File: config.mk
export PLATFORM = sky130hd
export DESIGN_NAME = register_file_mp
export DESIGN_NICKNAME = d
export VERILOG_FILES = /design/src/rtl/rf_pkg.sv /design/src/rtl/rf_clear_seq.sv /design/src/rtl/register_file_mp.sv
export SDC_FILE = /design/constraint.sdc
export NUM_CORES = 2
export LEC_CHECK = 0
export BUFFER_PORTS_ARGS = -buffer_cell sky130_fd_sc_hd__buf_2
export CAP_MARGIN = 20
export CORE_MARGIN = 5
export CORE_UTILIZATION = 40
export DETAILED_ROUTE_END_ITERATION = 12
export MAX_ROUTING_LAYER = met4
export SLEW_MARGIN = 20
export SYNTH_ARGS = -nofsm -noshare
export SYNTH_HDL_FRONTEND = slang
export SYNTH_SLANG_ARGS = --single-unit
File: constraint.sdc
create_clock -name clk -period 8.7 [get_ports clk]
set_input_delay 0.87 -clock clk [delete_from_list [all_inputs] [get_ports clk]]
set_output_delay 0.87 -clock clk [all_outputs]
set_load 0.05 [all_outputs]
File: src/rtl/rf_pkg.sv
// rtl/rf_pkg.sv - shared state type and write-port arbitration for register_file_mp
package rf_pkg;

  typedef enum logic {
    CLEAR = 1'b0,
    READY = 1'b1
  } rf_state_e;

  localparam int MAX_WPORTS = 16;
  localparam int MAX_ADDRW  = 16;
  localparam int WIDXW      = $clog2(MAX_WPORTS);

  typedef struct packed {
    logic             hit;
    logic             multi;
    logic [WIDXW-1:0] idx;
  } rf_win_t;

  // Later ports overwrite idx, so the highest enabled matching port wins; x0 never matches.
  function automatic rf_win_t rf_winner(
    input logic [MAX_WPORTS-1:0]           en,
    input logic [MAX_WPORTS*MAX_ADDRW-1:0] addrs,
    input logic [MAX_ADDRW-1:0]            addr
  );
    rf_win_t r;
    r = '0;
    for (int p = 0; p < MAX_WPORTS; p++) begin
      if (en[p] && (addrs[p*MAX_ADDRW +: MAX_ADDRW] == addr) && (addr != '0)) begin
        r.multi = r.multi | r.hit;
        r.hit   = 1'b1;
        r.idx   = WIDXW'(p);
      end
    end
    return r;
  endfunction

endpackage

File: src/rtl/rf_clear_seq.sv
// rtl/rf_clear_seq.sv - post-reset clear sequencer: walks x1..x(SIZE-1) to zero, then raises ready
module rf_clear_seq
  import rf_pkg::*;
#(
  parameter  int SIZE  = 32,
  localparam int ADDRW = $clog2(SIZE)
) (
  input  logic             clk,
  input  logic             reset,
  output logic             clr_en,
  output logic [ADDRW-1:0] clr_addr,
  output logic             ready
);

  rf_state_e        r_state;
  logic [ADDRW-1:0] r_clr_idx;
  logic             r_ready;

  always_ff @(posedge clk) begin
    if (reset) begin
      r_state   <= CLEAR;
      r_clr_idx <= ADDRW'(1);
      r_ready   <= 1'b0;
    end else if (r_state == CLEAR) begin
      r_clr_idx <= r_clr_idx + ADDRW'(1);
      if (r_clr_idx == ADDRW'(SIZE - 1)) begin
        r_state <= READY;
        r_ready <= 1'b1;
      end
    end
  end

  assign clr_en   = (r_state == CLEAR) && !reset;
  assign clr_addr = r_clr_idx;
  assign ready    = r_ready;

endmodule

File: src/rtl/register_file_mp.sv
// rtl/register_file_mp.sv - multi-port integer register file with x0, bypass and collision flag
module register_file_mp
  import rf_pkg::*;
#(
  parameter  int WORDSIZE = 64,
  parameter  int SIZE     = 32,
  parameter  int NREAD    = 2,
  parameter  int NWRITE   = 1,
  parameter  int BYPASS   = 1,
  localparam int ADDRW    = $clog2(SIZE)
) (
  input  logic                       clk,
  input  logic                       reset,
  input  logic [NWRITE-1:0]          write_en,
  input  logic [NWRITE*ADDRW-1:0]    write_addr,
  input  logic [NWRITE*WORDSIZE-1:0] write_data,
  input  logic [NREAD*ADDRW-1:0]     read_addr,
  output logic [NREAD*WORDSIZE-1:0]  read_data,
  output logic                       ready,
  output logic                       write_conflict
);

  logic                           w_clr_en;
  logic [ADDRW-1:0]               w_clr_addr;
  logic                           w_ready;
  logic [MAX_WPORTS-1:0]          w_en_pad;
  logic [MAX_WPORTS*MAX_ADDRW-1:0] w_addr_pad;
  rf_win_t                        w_win [SIZE];
  logic                           w_any_multi;
  logic [ADDRW-1:0]               w_ra [NREAD];
  logic [WORDSIZE-1:0]            r_mem [1:SIZE-1];
  logic                           r_conflict;

  rf_clear_seq #(.SIZE(SIZE)) u_clear_seq (
    .clk      (clk),
    .reset    (reset),
    .clr_en   (w_clr_en),
    .clr_addr (w_clr_addr),
    .ready    (w_ready)
  );

  // Enables are masked by ready so CLEAR ignores writes, bypass and conflicts in one place.
  always_comb begin
    w_en_pad   = '0;
    w_addr_pad = '0;
    for (int p = 0; p < NWRITE; p++) begin
      w_en_pad[p]                       = write_en[p] & w_ready;
      w_addr_pad[p*MAX_ADDRW +: ADDRW] = write_addr[p*ADDRW +: ADDRW];
    end
  end

  always_comb begin
    w_any_multi = 1'b0;
    for (int i = 0; i < SIZE; i++) begin
      w_win[i]    = rf_winner(w_en_pad, w_addr_pad, MAX_ADDRW'(i));
      w_any_multi = w_any_multi | w_win[i].multi;
    end
  end

  always_ff @(posedge clk) begin
    for (int i = 1; i < SIZE; i++) begin
      if (w_clr_en && (w_clr_addr == ADDRW'(i))) begin
        r_mem[i] <= '0;
      end else if (w_win[i].hit) begin
        r_mem[i] <= write_data[int'(w_win[i].idx)*WORDSIZE +: WORDSIZE];
      end
    end
  end

  always_ff @(posedge clk) begin
    if (reset) begin
      r_conflict <= 1'b0;
    end else begin
      r_conflict <= w_any_multi;
    end
  end

  always_comb begin
    for (int q = 0; q < NREAD; q++) begin
      w_ra[q] = read_addr[q*ADDRW +: ADDRW];
    end
  end

  always_comb begin
    read_data = '0;
    for (int q = 0; q < NREAD; q++) begin
      if (w_ready && (w_ra[q] != '0)) begin
        if ((BYPASS != 0) && w_win[w_ra[q]].hit) begin
          read_data[q*WORDSIZE +: WORDSIZE] =
            write_data[int'(w_win[w_ra[q]].idx)*WORDSIZE +: WORDSIZE];
        end else begin
          read_data[q*WORDSIZE +: WORDSIZE] = r_mem[w_ra[q]];
        end
      end
    end
  end

  assign ready          = w_ready;
  assign write_conflict = r_conflict;

endmodule

==> key figures <==
Outcome
  – Status: complete, no violations

Layout
  – Non-Filler Instances: 11100
  – NumNets Final: between 7000 and 8000
  – Layout area overhead: 10.9%
  – Layout cells sized above 1: 23.5%
  – Fill count: roughly 23000

Clock tree
  – CTS tree: done
  – Reg clk slew, reported paths: approximately 60 ps
  – Post-CTS setup buffers: 0
  – Sink Count: 1991
  – Hold_buf cts: 0
  – CTS Buf Count: between 200 and 250
  – Max clock buf depth: 4
  – Post-CTS sizing: 0
  – H-tree levels: 4
  – Clk Latency, worst-skew pair: between 800 and 900 ps
  – Clock Root Buffer: clkbuf_16

Synthesis
  – Most common cell in the netlist: and2_1
  – Yosys warnings: 0
  – Post-synthesis cell type count: 63
  – Netlist Area Pre-Place: between 100000 and 150000 sq um
  – Synth area leader: edfxtp_1
  – Post-synth EDFFs: ~2000
  – Synth Register Bits: 1991
  – Primary FF master, synth: edfxtp_1
  – Post-synthesis sequential area ratio: a little under three fifths
  – Synth cell count leaders: 1987 x and2_1, 1984 x edfxtp_1, 923 x mux4_2
  – Synthesized Nets: around 7500
  – Synth Area per Inst: ~14 sq um
  – Share of the synthesized area in the top cell type: 55.4%
  – Post-Synthesis Cells: ~7500
  – Synth top area cells: edfxtp_1 55%, mux4_2 19%, and2_1 12%
  – Post-synth ARST share: 0%

STA
  – Setup TNS: 0 ps
  – Fin. Hold Viols: 0
  – Slew of the pin with the lowest slew margin: 1250 ps
  – Fin Clk Skew: roughly 66 ps
  – Fmax: around 170 MHz
  – # setup viols final: 0
  – Period Utilization, post-route: 69.2%
  – Final WS setup: roughly 2700 ps
  – Unrepaired setup endpoints after global routing: false
  – Slew margin rel.: between 15 and 20%
  – Post-layout min period: 6020 ps
  – Max-slew violations: 0

Placed design
  – Place WS: 2900 ps
  – DP Cell Count: ~11000
  – PortBufs: 210
  – Placer Congestion: around 0.90
  – Post-detail-place hpwl: 244000 um

Floorplanning
  – IO Pins: approximately 210
  – Die height: 528 um
  – Die Wd: roughly 530 um
  – Initial Utilization: around two fifths
  – Die Area: roughly 280000 sq um
  – Core Area: 268000 sq um
  – Std-Cell Rows: 190

Global route
  – Initial antenna violation count: between 50 and 60
  – Number of global-route vias before repair: about 72000
  – GRT Overall Usage: ~31%
  – Largest net degree at the start of global routing: approximately 110
  – Global-route wire length before repair: 591000 um
  – Gr ovfl total: 0

Drt
  – Vias: 73800
  – Final WL: roughly 430000 um
  – Number of routed nets with antenna violations: 0
  – Vias/cell: 6.66
  – DRC Markers: 0
  – DR WL/cell: 39.0 um
  – Router iterations before antenna repair: 8
  – Detailed router's first-iteration violation count: 12800

Setup path
  – Slowest stage delay, CP: 1100 ps
  – Setup Crit Path Kind: input pin to output port
  – Startpoint types: input pin
  – Crit path launch: read_addr[3]
  – Crit Reg-Reg Startpoint: u_clear_seq.ready
  – Crit end category: output port
  – Critical Path Slowest Stage Cell: nor2_4
  – Critical Path RT: slightly below 8000 ps
  – CP max FO: 38
  – FF-to-FF End: r_mem[13][58]
  – Reg2Reg Setup Slack: between 4000 and 5000 ps
  – Crit-path cells: clkbuf_8 > clkinv_2 > nor2_4 > buf_4 > nand2_1 > nand3_1 > nand4_1 > a21oi_1 > buf_2
  – Crit path capture: read_data[32]
  – Critical Path AT: about 5200 ps
  – R2R depth: 6

Pwr
  – Internal: approximately 16 mW
  – Sw power: 5.03 mW
  – Comb pwr share: ~7.4%
  – PD cells: between 150 and 200 nW/um^2
  – Pleak: between 30 and 40 nW
  – Sequential power share: slightly above 50%
  – Clk pwr share: a little over two fifths
  – Sw Ratio: a little under a quarter
  – PnR Total Power: 21.0 mW
  – Maximum vdd drop: ~0.00016 V

Min path
  – Hold path depth: 2
  – Worst hold-check path type: input pin to flip-flop

Run
  – Max-cap viol count: 0
worst max-delay path: cells and delay by family:
family	cells	cell delay (ps)
AOI/OAI and AO/OA	1	700
buffers and inverters	4	1990
and+or+nand+nor	4	1460
metal layers:
metal	GRT usage (%)	vias to the layer above	part of all wire [%]
met3	6.99	1530	12
met4	18.8	0	6.9
met5	-	-	0
met1	37.5	37900	34
met2	48.2	6182	47
li1	-	28200	-
layout by cell type (no fill, tap or decap), types with 5 or more instances in the layout:
cell and count:
nor2_1 181, a21oi_1 283, o211ai_1 8, a311oi_1 11, o22ai_4 30, a22oi_1 55, a221oi_1 27, clkinv_2 40
bufinv_16 17, edfxtp_1 1984, diode_2 45, buf_4 212, nand2b_1 19, o21ai_0 130, xnor2_1 6, clkbuf_1 45
and2_1 1987, nor2b_1 8, dfxtp_1 7, nand3_1 111, buf_8 8, clkbuf_16 213, nand3b_1 5, ha_1 6
mux2i_1 371, nand2_1 177, or2_2 6, buf_2 201, mux2_2 5, a32oi_1 7, nor4_1 7, clkinv_1 48
nand4_1 13, nor3_2 28, o221ai_1 21, o22ai_1 84, a211oi_1 78, mux4_2 923, buf_12 23, clkinvlp_4 7
state kept, by name (all words and copies together), names as in the netlist:
signal and flops:
u_clear_seq.r_state 1, r_mem 1984, u_clear_seq.ready 1, u_clear_seq.clr_addr 5
through the flow:
step | util (%) | hold slack, ps | instance area [sq um]
after CTS | 44.5 | 374 | 119000
after floorplan | - | 506 | 107000
after global routing | 44.5 | 416 | 119000
after detailed placement | 42.1 | 544 | 113000
final | 44.5 | 397 | 119000
after global placement | 42.0 | 529 | 113000
cell families (layout without fill, tap and decap cells):
kind of cell	Yosys count	in the layout	share of synthesized area [%]
and+or+nand+nor	2574	2574	14.0
other	1	46	0.00349
buffers and inverters	816	832	3.08
DFF	1991	1991	55.6
xor gates and xnor gates	10	10	0.0815
adders and majority gates	6	6	0.0698
muxes	1299	1299	22.8
AOI/OAI and AO/OA	764	764	4.37
power by group through the flow:
stage	logic [mW]	registers, mW	clock network, mW
floorplan	0.921	10.7	0
global placement	1.50	10.7	0
detailed placement	1.51	10.7	0
CTS	1.51	10.5	8.90
global route	1.59	10.5	9.30
finish	1.55	10.5	8.89
final cells by class:
cell class              instances  area [sq um]  area share [%]
multi-input cells            4654         45200            37.9
well taps                    3552          4440            3.73
inverters                       9          43.8          0.0367
clock buffers                 258          5500            4.61
diodes                         45           113          0.0945
repair buffers                448          3240            2.72
clock inverters               117          1010           0.847
flip-flops and latches       1991         59700            50.1
worst min path at each step:
stage | from | end | slack [ps]
2_1_floorplan | u_clear_seq.clr_addr[4] | u_clear_seq.clr_addr[4] | 510
3_3_place_gp | u_clear_seq.clr_addr[4] | u_clear_seq.clr_addr[4] | 530
3_5_place_dp | u_clear_seq.clr_addr[4] | u_clear_seq.clr_addr[4] | 540
4_1_cts | reset | u_clear_seq.clr_addr[1] | 370
5_1_grt | reset | u_clear_seq.r_state | 420
6_report | reset | u_clear_seq.clr_addr[1] | 400
(Power assumes the default switching activity.)
